===== src/rtl/mem_pkg.sv =====
// Shared types and lane helpers for the RV32 memory-access stage.
// Byte-enable, store-lane and alignment rules live here so every user agrees.
package mem_pkg;

    typedef enum logic [1:0] {
        MEM_SIZE_BYTE = 2'd0,
        MEM_SIZE_HALF = 2'd1,
        MEM_SIZE_WORD = 2'd2
    } mem_size_t;

    typedef enum logic {
        MEM_ST_IDLE = 1'b0,
        MEM_ST_BUS  = 1'b1
    } mem_state_t;

    function automatic logic is_misaligned(mem_size_t size, logic [1:0] off);
        logic mis;
        case (size)
            MEM_SIZE_HALF: mis = off[0];
            MEM_SIZE_WORD: mis = (off != 2'b00);
            default:       mis = 1'b0;
        endcase
        return mis;
    endfunction

    function automatic logic [3:0] lane_byte_en(mem_size_t size, logic [1:0] off);
        logic [3:0] be;
        case (size)
            MEM_SIZE_BYTE: be = 4'b0001 << off;
            MEM_SIZE_HALF: be = 4'b0011 << off;
            MEM_SIZE_WORD: be = 4'b1111;
            default:       be = 4'b0000;
        endcase
        return be;
    endfunction

    function automatic logic [31:0] lane_store_data(mem_size_t size, logic [31:0] d);
        logic [31:0] sd;
        case (size)
            MEM_SIZE_BYTE: sd = {4{d[7:0]}};
            MEM_SIZE_HALF: sd = {2{d[15:0]}};
            default:       sd = d;
        endcase
        return sd;
    endfunction

endpackage


===== src/rtl/stage_mem_if.sv =====
// Data-bus request/ready interface between the memory stage (master) and memory (slave).
interface stage_mem_if #(
    parameter int ADDR_WIDTH = 32,
    parameter int DATA_WIDTH = 32
);
    logic [ADDR_WIDTH-1:0]   addr;
    logic [DATA_WIDTH-1:0]   wr_data;
    logic [DATA_WIDTH/8-1:0] byte_en;
    logic                    read;
    logic                    write;
    logic [DATA_WIDTH-1:0]   rd_data;
    logic                    ready;

    modport master (
        output addr, wr_data, byte_en, read, write,
        input  rd_data, ready
    );

    modport slave (
        input  addr, wr_data, byte_en, read, write,
        output rd_data, ready
    );
endinterface


===== src/rtl/mem_load_align.sv =====
// Picks the addressed lane out of a bus read word and sign/zero-extends it.
module mem_load_align
    import mem_pkg::*;
(
    input  mem_size_t   size,
    input  logic        is_unsigned,
    input  logic [1:0]  off,
    input  logic [31:0] rd_data,
    output logic [31:0] value
);
    logic [7:0]  byte_s;
    logic [15:0] half_s;

    // Lane selection and extension of the returned word.
    always_comb begin
        byte_s = 8'h00;
        half_s = 16'h0000;
        value  = rd_data;
        case (off)
            2'd0:    byte_s = rd_data[7:0];
            2'd1:    byte_s = rd_data[15:8];
            2'd2:    byte_s = rd_data[23:16];
            default: byte_s = rd_data[31:24];
        endcase
        if (off[1]) begin
            half_s = rd_data[31:16];
        end else begin
            half_s = rd_data[15:0];
        end
        case (size)
            MEM_SIZE_BYTE: value = {{24{byte_s[7] & ~is_unsigned}}, byte_s};
            MEM_SIZE_HALF: value = {{16{half_s[15] & ~is_unsigned}}, half_s};
            default:       value = rd_data;
        endcase
    end
endmodule


===== src/rtl/stage_mem.sv =====
// RV32 memory-access stage: issues loads/stores on the data bus, stalls EX while
// the bus is busy, and registers the write-back result into the MEM/WB boundary.
module stage_mem
    import mem_pkg::*;
#(
    parameter int DATA_WIDTH = 32,
    parameter int ADDR_WIDTH = 32,
    parameter int REG_WIDTH  = 5
) (
    input  logic                  i_Clock,
    input  logic                  i_Reset,
    input  logic                  i_Valid,
    input  logic [DATA_WIDTH-1:0] i_Result,
    input  logic [DATA_WIDTH-1:0] i_StoreData,
    input  logic                  i_MemRead,
    input  logic                  i_MemWrite,
    input  logic [1:0]            i_MemSize,
    input  logic                  i_MemUnsigned,
    input  logic [REG_WIDTH-1:0]  i_RegWrAddr,
    input  logic                  i_RegWrEnable,
    output logic                  o_Stall,
    stage_mem_if.master           bus,
    output logic [DATA_WIDTH-1:0] o_RegWrData,
    output logic [REG_WIDTH-1:0]  o_RegWrAddr,
    output logic                  o_RegWrEnable,
    output logic                  o_Misaligned
);
    mem_state_t              state_q, state_d;
    logic [ADDR_WIDTH-1:0]   addr_q, addr_d;
    mem_size_t               size_q, size_d;
    logic                    uns_q, uns_d;
    logic                    is_load_q, is_load_d;
    logic [REG_WIDTH-1:0]    rd_q, rd_d;
    logic                    wen_q, wen_d;
    logic [DATA_WIDTH-1:0]   wdata_q, wdata_d;
    logic [DATA_WIDTH/8-1:0] be_q, be_d;
    logic [DATA_WIDTH-1:0]   rwdata_q, rwdata_d;
    logic [REG_WIDTH-1:0]    rwaddr_q, rwaddr_d;
    logic                    rwen_q, rwen_d;
    logic                    mis_q, mis_d;
    logic [DATA_WIDTH-1:0]   load_val_s;
    mem_size_t               size_in_s;

    assign size_in_s = mem_size_t'(i_MemSize);

    mem_load_align u_load_align (
        .size        (size_q),
        .is_unsigned (uns_q),
        .off         (addr_q[1:0]),
        .rd_data     (bus.rd_data),
        .value       (load_val_s)
    );

    // Next-state and write-back computation; inputs are only looked at in IDLE.
    always_comb begin
        state_d   = state_q;
        addr_d    = addr_q;
        size_d    = size_q;
        uns_d     = uns_q;
        is_load_d = is_load_q;
        rd_d      = rd_q;
        wen_d     = wen_q;
        wdata_d   = wdata_q;
        be_d      = be_q;
        rwdata_d  = rwdata_q;
        rwaddr_d  = rwaddr_q;
        rwen_d    = 1'b0;
        mis_d     = 1'b0;
        case (state_q)
            MEM_ST_IDLE: begin
                if (i_Valid && (i_MemRead || i_MemWrite)) begin
                    if (is_misaligned(size_in_s, i_Result[1:0])) begin
                        mis_d = 1'b1;
                    end else begin
                        addr_d    = i_Result[ADDR_WIDTH-1:0];
                        size_d    = size_in_s;
                        uns_d     = i_MemUnsigned;
                        is_load_d = i_MemRead;
                        rd_d      = i_RegWrAddr;
                        wen_d     = i_RegWrEnable;
                        wdata_d   = lane_store_data(size_in_s, i_StoreData);
                        be_d      = lane_byte_en(size_in_s, i_Result[1:0]);
                        state_d   = MEM_ST_BUS;
                    end
                end else if (i_Valid) begin
                    rwdata_d = i_Result;
                    rwaddr_d = i_RegWrAddr;
                    rwen_d   = i_RegWrEnable;
                end else begin
                    rwen_d = 1'b0;
                end
            end
            MEM_ST_BUS: begin
                if (bus.ready) begin
                    state_d = MEM_ST_IDLE;
                    if (is_load_q) begin
                        rwdata_d = load_val_s;
                        rwaddr_d = rd_q;
                        rwen_d   = wen_q;
                    end else begin
                        rwen_d = 1'b0;
                    end
                end else begin
                    state_d = MEM_ST_BUS;
                end
            end
            default: state_d = MEM_ST_IDLE;
        endcase
    end

    // State, request and MEM/WB registers.
    always_ff @(posedge i_Clock or negedge i_Reset) begin
        if (!i_Reset) begin
            state_q   <= MEM_ST_IDLE;
            addr_q    <= '0;
            size_q    <= MEM_SIZE_BYTE;
            uns_q     <= 1'b0;
            is_load_q <= 1'b0;
            rd_q      <= '0;
            wen_q     <= 1'b0;
            wdata_q   <= '0;
            be_q      <= '0;
            rwdata_q  <= '0;
            rwaddr_q  <= '0;
            rwen_q    <= 1'b0;
            mis_q     <= 1'b0;
        end else begin
            state_q   <= state_d;
            addr_q    <= addr_d;
            size_q    <= size_d;
            uns_q     <= uns_d;
            is_load_q <= is_load_d;
            rd_q      <= rd_d;
            wen_q     <= wen_d;
            wdata_q   <= wdata_d;
            be_q      <= be_d;
            rwdata_q  <= rwdata_d;
            rwaddr_q  <= rwaddr_d;
            rwen_q    <= rwen_d;
            mis_q     <= mis_d;
        end
    end

    // Strobes derive from the state flop so reset drops them without waiting for a clock.
    assign o_Stall       = (state_q == MEM_ST_BUS);
    assign bus.read      = o_Stall & is_load_q;
    assign bus.write     = o_Stall & ~is_load_q;
    assign bus.addr      = o_Stall ? {addr_q[ADDR_WIDTH-1:2], 2'b00} : '0;
    assign bus.wr_data   = o_Stall ? wdata_q : '0;
    assign bus.byte_en   = o_Stall ? be_q : '0;
    assign o_RegWrData   = rwdata_q;
    assign o_RegWrAddr   = rwaddr_q;
    assign o_RegWrEnable = rwen_q;
    assign o_Misaligned  = mis_q;
endmodule


===== src/flat_wrapper.sv =====
// flat-port wrapper written by rule: the top's interface ports become plain ports
module stage_mem_flat import mem_pkg::*;
#(
    parameter int DATA_WIDTH = 32,
    parameter int ADDR_WIDTH = 32,
    parameter int REG_WIDTH  = 5
)
  (i_Clock, i_Reset, i_Valid, i_Result, i_StoreData, i_MemRead, i_MemWrite, i_MemSize, i_MemUnsigned, i_RegWrAddr, i_RegWrEnable, o_Stall, o_RegWrData, o_RegWrAddr, o_RegWrEnable, o_Misaligned, bus_addr, bus_wr_data, bus_byte_en, bus_read, bus_write, bus_rd_data, bus_ready);
  stage_mem_if #(.ADDR_WIDTH(ADDR_WIDTH), .DATA_WIDTH(DATA_WIDTH)) bus_i ();
  input  logic i_Clock;
  input  logic i_Reset;
  input  logic i_Valid;
  input  logic [DATA_WIDTH-1:0] i_Result;
  input  logic [DATA_WIDTH-1:0] i_StoreData;
  input  logic i_MemRead;
  input  logic i_MemWrite;
  input  logic [1:0] i_MemSize;
  input  logic i_MemUnsigned;
  input  logic [REG_WIDTH-1:0] i_RegWrAddr;
  input  logic i_RegWrEnable;
  output logic o_Stall;
  output logic [DATA_WIDTH-1:0] o_RegWrData;
  output logic [REG_WIDTH-1:0] o_RegWrAddr;
  output logic o_RegWrEnable;
  output logic o_Misaligned;
  output wire logic [$bits(bus_i.addr)-1:0] bus_addr;
  output wire logic [$bits(bus_i.wr_data)-1:0] bus_wr_data;
  output wire logic [$bits(bus_i.byte_en)-1:0] bus_byte_en;
  output wire logic [$bits(bus_i.read)-1:0] bus_read;
  output wire logic [$bits(bus_i.write)-1:0] bus_write;
  input wire logic [$bits(bus_i.rd_data)-1:0] bus_rd_data;
  input wire logic [$bits(bus_i.ready)-1:0] bus_ready;
  assign bus_addr = bus_i.addr;
  assign bus_wr_data = bus_i.wr_data;
  assign bus_byte_en = bus_i.byte_en;
  assign bus_read = bus_i.read;
  assign bus_write = bus_i.write;
  assign bus_i.rd_data = bus_rd_data;
  assign bus_i.ready = bus_ready;
  stage_mem #(.DATA_WIDTH(DATA_WIDTH), .ADDR_WIDTH(ADDR_WIDTH), .REG_WIDTH(REG_WIDTH)) u_core (.i_Clock(i_Clock), .i_Reset(i_Reset), .i_Valid(i_Valid), .i_Result(i_Result), .i_StoreData(i_StoreData), .i_MemRead(i_MemRead), .i_MemWrite(i_MemWrite), .i_MemSize(i_MemSize), .i_MemUnsigned(i_MemUnsigned), .i_RegWrAddr(i_RegWrAddr), .i_RegWrEnable(i_RegWrEnable), .o_Stall(o_Stall), .bus(bus_i), .o_RegWrData(o_RegWrData), .o_RegWrAddr(o_RegWrAddr), .o_RegWrEnable(o_RegWrEnable), .o_Misaligned(o_Misaligned));
endmodule

===== config.mk =====
export PLATFORM = sky130hd
export DESIGN_NAME = stage_mem_flat
export DESIGN_NICKNAME = d
export VERILOG_FILES = /design/src/rtl/mem_pkg.sv /design/src/rtl/stage_mem_if.sv /design/src/rtl/mem_load_align.sv /design/src/rtl/stage_mem.sv /design/src/flat_wrapper.sv
export SDC_FILE = /design/constraint.sdc
export NUM_CORES = 1
export LEC_CHECK = 0
export CAP_MARGIN = 20
export CORE_AREA = 3 3 164 86
export DETAILED_ROUTE_END_ITERATION = 6
export DIE_AREA = 0 0 167 89
export PLACE_DENSITY_LB_ADDON = 0.12
export SLEW_MARGIN = 20
export SYNTH_ARGS = -nofsm -noshare
export SYNTH_HDL_FRONTEND = slang
export SYNTH_SLANG_ARGS = --single-unit

===== constraint.sdc =====
create_clock -name i_Clock -period 5.5 [get_ports i_Clock]
set_input_delay 1.65 -clock i_Clock [delete_from_list [all_inputs] [get_ports i_Clock]]
set_output_delay 1.65 -clock i_Clock [all_outputs]
set_load 0.01 [all_outputs]

==> results of run 1 <==
==> final cells by class <==
cell class                 instances  area, µm²  share of cell area
tap                              170      212.7             0.02344
inverter                          10      37.54            0.004136
timing repair buffer             226       2240              0.2468
clock inverter                    12      176.4             0.01944
clock buffer                      20      456.7             0.05032
sequential                       118       2954              0.3255
multi-input combinational        410       2998              0.3303
==> per-stage QoR <==
stage               utilization  setup WS, ns  cells
CTS                      0.7166         1.285    966
detailed placement       0.6666        0.9960    934
floorplan                     -         2.173    581
finish                   0.7166         1.321    966
global route             0.7166         1.159    966
global placement         0.6666         1.079    934
==> worst max-delay path: stages, from the launching register on <==
cell             delay, ns
dfrtp_2               1.00
buf_4                 0.39
and2_1                0.18
clkdlybuf4s50_1       0.54
==> sequential cells by signal, summed over array words and instances, names as in the netlist, 2 cells and up <==
register and cells:
u_core.size_q 2, u_core.rd_q 5, u_core.o_RegWrAddr 5, u_core.be_q 4
u_core.wdata_q 32, u_core.o_RegWrData 32, u_core.addr_q 32
==> report_power, final <==
group / leakage, nW / switching, W / internal (W)
clock network: 0.306 / 0.000409 / 0.000782
registers: 1.41 / 0.000201 / 0.00118
logic: 2.16 / 0.000593 / 0.000811
total: 3.88 / 0.00120 / 0.00277
==> path summary, 6_finish.rpt <==
path,to,slack (ns),cells after the start
worst max register to register,u_core.o_RegWrData[14],2.56,4
worst min register to register,u_core.o_RegWrAddr[3],0.47,2
worst min-delay path,u_core.o_RegWrAddr[3],0.47,2
min in group asynchronous,u_core.addr_q[24],1.34,1
worst max-delay path,bus_addr[14],1.32,3
max in group asynchronous,u_core.addr_q[2],3.14,2
==> synth_stat cells (all sizes together) (2+ instances only) <==
master,instances
dfrtp,118
mux2,88
nand2,75
and2,67
a22oi,40
o21ai,36
clkbuf,23
buf,20
nor2,20
mux2i,17
a22o,15
nor2b,11
inv,10
o31ai,8
o221ai,7
a21oi,3
ha,3
a21o,2
and3,2
nand2b,2
nand3,2
==> cell usage in the layout (no fill, tap or decap), drive strengths merged, types with 2 or more instances in the layout <==
master,count
clkbuf,20
clkinv,6
a21o,2
o31ai,8
and3,2
a21oi,3
nand2,75
buf,9
a22oi,40
o21ai,36
clkdlybuf4s50,217
nand3,2
and2,67
nand2b,2
a22o,15
bufinv,4
nor2b,11
o221ai,7
mux2,88
nor2,20
inv,10
ha,3
dfrtp,118
mux2i,17
conb,2
clkinvlp,2
==> routing by layer <==
layer	vias to the layer above	routed length, µm
met4	0	195
met5	-	0
met1	2583	7796
li1	2438	-
met3	20	1542
met2	219	8700
==> cell families (layout without fill, tap and decap cells) <==
logic type | count (synthesis) | after routing | share of synthesized area
simple gates | 180 | 180 | 0.1431
compound gates | 119 | 119 | 0.1344
flops | 118 | 118 | 0.4762
mux | 106 | 106 | 0.1963
buf+inv | 53 | 268 | 0.04338
other cells | 1 | 2 | 0.0006047
fa+ha+maj | 3 | 3 | 0.006054
==> flow_summary.yaml, run 1 <==
status:
  status: "finished, final reports clean"
global_route:
  grt_overflow_total: 0
  use_met3: 0.07244
  grt_pass1_vias: 5311
  grtUsageTotal: 0.2455
  grt_pass1_wl_mm: 28.63
  antenna_found_initial: 0
  grt.busiest_layer: "met2"
  use_met2: 0.4074
  grt_max_degree: 66
  use_met1: 0.3212
yosys:
  synth_area_mm2: 0.006201
  netlist_instances: 580
  synth_edf_count: 0
  synth_top_cell_area_share: 0.4762
  yosysSeqAreaShare: 0.4762
  async_flop_share: 1.000
  syn_area_per_cell_um2: 10.69
  synth_area_leaders: "dfrtp_1 (48%), mux2_2 (14%), and2_1 (6.8%)"
  synth_top_cell_by_area: "dfrtp_1"
  synthFlopType: "dfrtp_1"
  yosys_warnings: 0
  ys_ff_latch: 118
  ys_types: 38
clock_network:
  clk_pin_slew_ns: 0.05
  htreeDepth: 4
  clockBufferDepth: 2
  numCtsBuffers: 17
  cts_resized: 0
  cts_tree: "yes"
  ctsHoldBuffers: 0
  cts_root_buf: "clkbuf_16"
  clkSinkCount: 118
  postCtsSetupBuffers: 0
  clkLatencyLatePin_ns: 0.41
worst_setup_path:
  crit_path_start: "u_core.o_Stall"
  critPathArrivalTime_ns: 2.53
  worstSetupStartpointType: "register"
  criticalPathCategory: "register to primary output"
  reg2reg_from: "u_core.o_Stall"
  cp.required_ns: 3.85
  endpoint_kind: "primary output"
  path_max_fanout: 59
sta:
  finClkSkew_ns: 0.01236
  whs_ns: 0.4732
  fmax_ghz: 0.2393
  finalCritPeriodShare: 0.7598
  grt_setup_unrepaired: "false"
  hold_violations: 0
  tns_ns: 0
  slew_headroom: 0.2845
  post-route-min-period_ns: 4.179
  drv_slew: 0
  setup_viol: 0
  tightest_slew_ns: 1.073
routing:
  finalWirelength_mm: 18.23
  drc_errors: 0
  viasPerCell: 5.445
  ant_nets: 0
  num_vias: 5260
  drtIter0Drc: 420
  first_pass_iters: 5
  avgRoutedWirePerCell_um: 18.88
worst_hold_path:
  min_path_type: "register to register"
  min_from: "u_core.o_RegWrAddr[3]"
final_layout:
  n_fill_cell: 957
  diodes: 0
  post-route-cell-area_mm2: 0.009075
  drive_gt1_frac: 0.1658
  final_nets: 897
  area_growth_pct: 46.35
place:
  port_buffers: 218
  gp_congestion: 0.8428
  placed_area_mm2: 0.008442
  place_hpwl_mm: 12.84
floorplan:
  die_area_mm2: 0.01486
  rows: 29
  die_h_um: 89
  core_mm2: 0.01266
  initial_core_util: 0.4897
  num_io_pins: 221
  die_width_um: 167
pwr:
  power_w: 0.003972
  peakVddDrop_mv: 0.2382
  p_per_area_mw_per_mm2: 437.7
  p_leak_nw: 3.881
run:
  cap_violations: 0
Power figures use the tool's default switching activity.
==> run 2: changes to the inputs <==
- CORE_AREA: 3 3 164 86 -> 3 3 178 93
- DIE_AREA: 0 0 167 89 -> 0 0 181 96
- clock period: 5.5 -> 3.5 ns (I/O delays scaled with it)
==> flow_summary.yaml, run 2 (synthesis results as in run 1) <==
final_layout:
  layout_commonest_cell: "clkdlybuf4s50_1"
  drive_gt1_frac: 0.1690
  multi_input_area_mm2: 0.002998
  final_nets: 902
  mostFrequentLayoutCells: "clkdlybuf4s50_1 (217), dfrtp_1 (117), mux2_2 (79), nand2_1 (75), and2_1 (67)"
  n_fill_cell: 1293
  register_area_mm2: 0.002957
  fin_cells: 1003
  area_growth_pct: 47.68
  diodes: 0
worst_setup_path:
  cp.required_ns: 2.45
  critPathCapture: "bus_addr[15]"
  crit_chain: "buf_12, and2_1, clkdlybuf4s50_1"
  endpoint_kind: "primary output"
  timing.rr.end: "u_core.o_RegWrData[3]"
  ff2ff_setup_slack_ns: 1.18
  reg2reg_from: "u_core.addr_q[1]"
  r2r_cells: 4
  worst_path_max_delay_cell: "dfrtp_4"
  path_max_fanout: 58
  crit_path_start: "u_core.o_Stall"
  slowest_delay_ns: 0.75
  critPathArrivalTime_ns: 2.21
  worstSetupStartpointType: "register"
  criticalPathCategory: "register to primary output"
floorplan:
  initial_core_util: 0.4086
  core_mm2: 0.01517
  die_area_mm2: 0.01738
  die_h_um: 96
  rows: 32
  num_io_pins: 221
  die_width_um: 181
run:
  cap_violations: 0
pwr:
  p_leak_nw: 3.899
  peakVddDrop_mv: 0.3491
  p_per_area_mw_per_mm2: 664.9
routing:
  num_vias: 5198
  viasPerCell: 5.182
  avgRoutedWirePerCell_um: 18.11
  drtIter0Drc: 251
  first_pass_iters: 5
  ant_nets: 0
  drc_errors: 0
  finalWirelength_mm: 18.16
sta:
  drv_slew: 0
  slew_headroom: 0.4875
  tns_ns: 0
  finalCritPeriodShare: 0.9304
  grt_setup_unrepaired: "false"
  post-route-min-period_ns: 3.257
  fmax_ghz: 0.3071
  finClkSkew_ns: 0.01027
  hold_violations: 0
  setup_viol: 0
  tightest_slew_ns: 0.7672
global_route:
  grtUsageTotal: 0.2127
  grt_pass1_vias: 5282
  grt_pass1_wl_mm: 29.05
  antenna_found_initial: 0
  grt_max_degree: 59
  grt_overflow_total: 0
clock_network:
  clkLatencyLatePin_ns: 0.41
  clk_pin_slew_ns: 0.05
  clockBufferDepth: 2
  htreeDepth: 4
  cts_tree: "yes"
  postCtsSetupBuffers: 0
  clkSinkCount: 118
  cts_resized: 0
  cts_root_buf: "clkbuf_16"
  numCtsBuffers: 17
  ctsHoldBuffers: 0
place:
  place_hpwl_mm: 13.11
  gp_congestion: 0.8245
  port_buffers: 218
  dp_cells: 973
worst_hold_path:
  min_path_type: "register to register"
status:
  status: "finished, final reports clean"
-- run 2: cell count changes in the layout (fill, tap and decap cells not counted), sizes merged --
cell / delta
clkinv: -2
buf: +5
bufinv: -2
clkbuf: +2
-- run 2: layout make-up --
| cell class | count | share of cell area |
|---|---|---|
| well taps | 204 | 0.02787 |
| clock buffers | 22 | 0.05288 |
| flip-flops and latches | 118 | 0.3229 |
| clock inverters | 8 | 0.01079 |
| repair buffers | 231 | 0.2541 |
| multi-input cells | 410 | 0.3274 |
| inverters | 10 | 0.004099 |
-- run 2: metrics by stage --
| step | setup slack (ns) | util | hold WS [ns] | total power, W | cell area (µm²) |
|---|---|---|---|---|---|
| floorplan | 0.7727 | - | 0.4593 | 0.003233 | 6205 |
| detailed placement | 0.2050 | 0.5651 | 0.4698 | 0.004406 | 8574 |
| global placement | 0.2440 | 0.5651 | 0.4663 | 0.004369 | 8574 |
| CTS | 0.1929 | 0.6035 | 0.4823 | 0.006157 | 9158 |
| global route | 0.1109 | 0.6035 | 0.4940 | 0.006454 | 9158 |
| finish | 0.2435 | 0.6035 | 0.4790 | 0.006089 | 9158 |
-- run 2: worst min-delay path by stage --
stage	cells after the start	endpoint	start
2_1_floorplan	1	u_core.o_RegWrEnable	u_core.wen_q
3_3_place_gp	2	u_core.o_RegWrAddr[0]	u_core.o_RegWrAddr[0]
3_5_place_dp	2	u_core.o_RegWrAddr[2]	u_core.o_RegWrAddr[2]
4_1_cts	2	u_core.o_RegWrAddr[2]	u_core.o_RegWrAddr[2]
5_1_grt	2	u_core.o_RegWrAddr[0]	u_core.o_RegWrAddr[0]
6_report	2	u_core.o_RegWrAddr[0]	u_core.o_RegWrAddr[0]
-- run 2: worst max-delay path: cells and delay by family (launching register included) --
family / cells / cell delay, ns
buf+inv: 2 / 0.82
flops: 1 / 0.75
simple gates: 1 / 0.18
-- run 2: routing by layer --
layer	up-vias	GRT usage	wire length, µm
met1	2562	0.2857	8143
met3	14	0.06267	1417
met5	-	0	0
met4	0	0.05510	161
li1	2458	-	-
met2	164	0.3418	8437
-- run 2: power breakdown --
group / switching, W / internal, W
clock network: 0.000607 / 0.00111
logic: 0.000927 / 0.00129
registers: 0.000301 / 0.00185
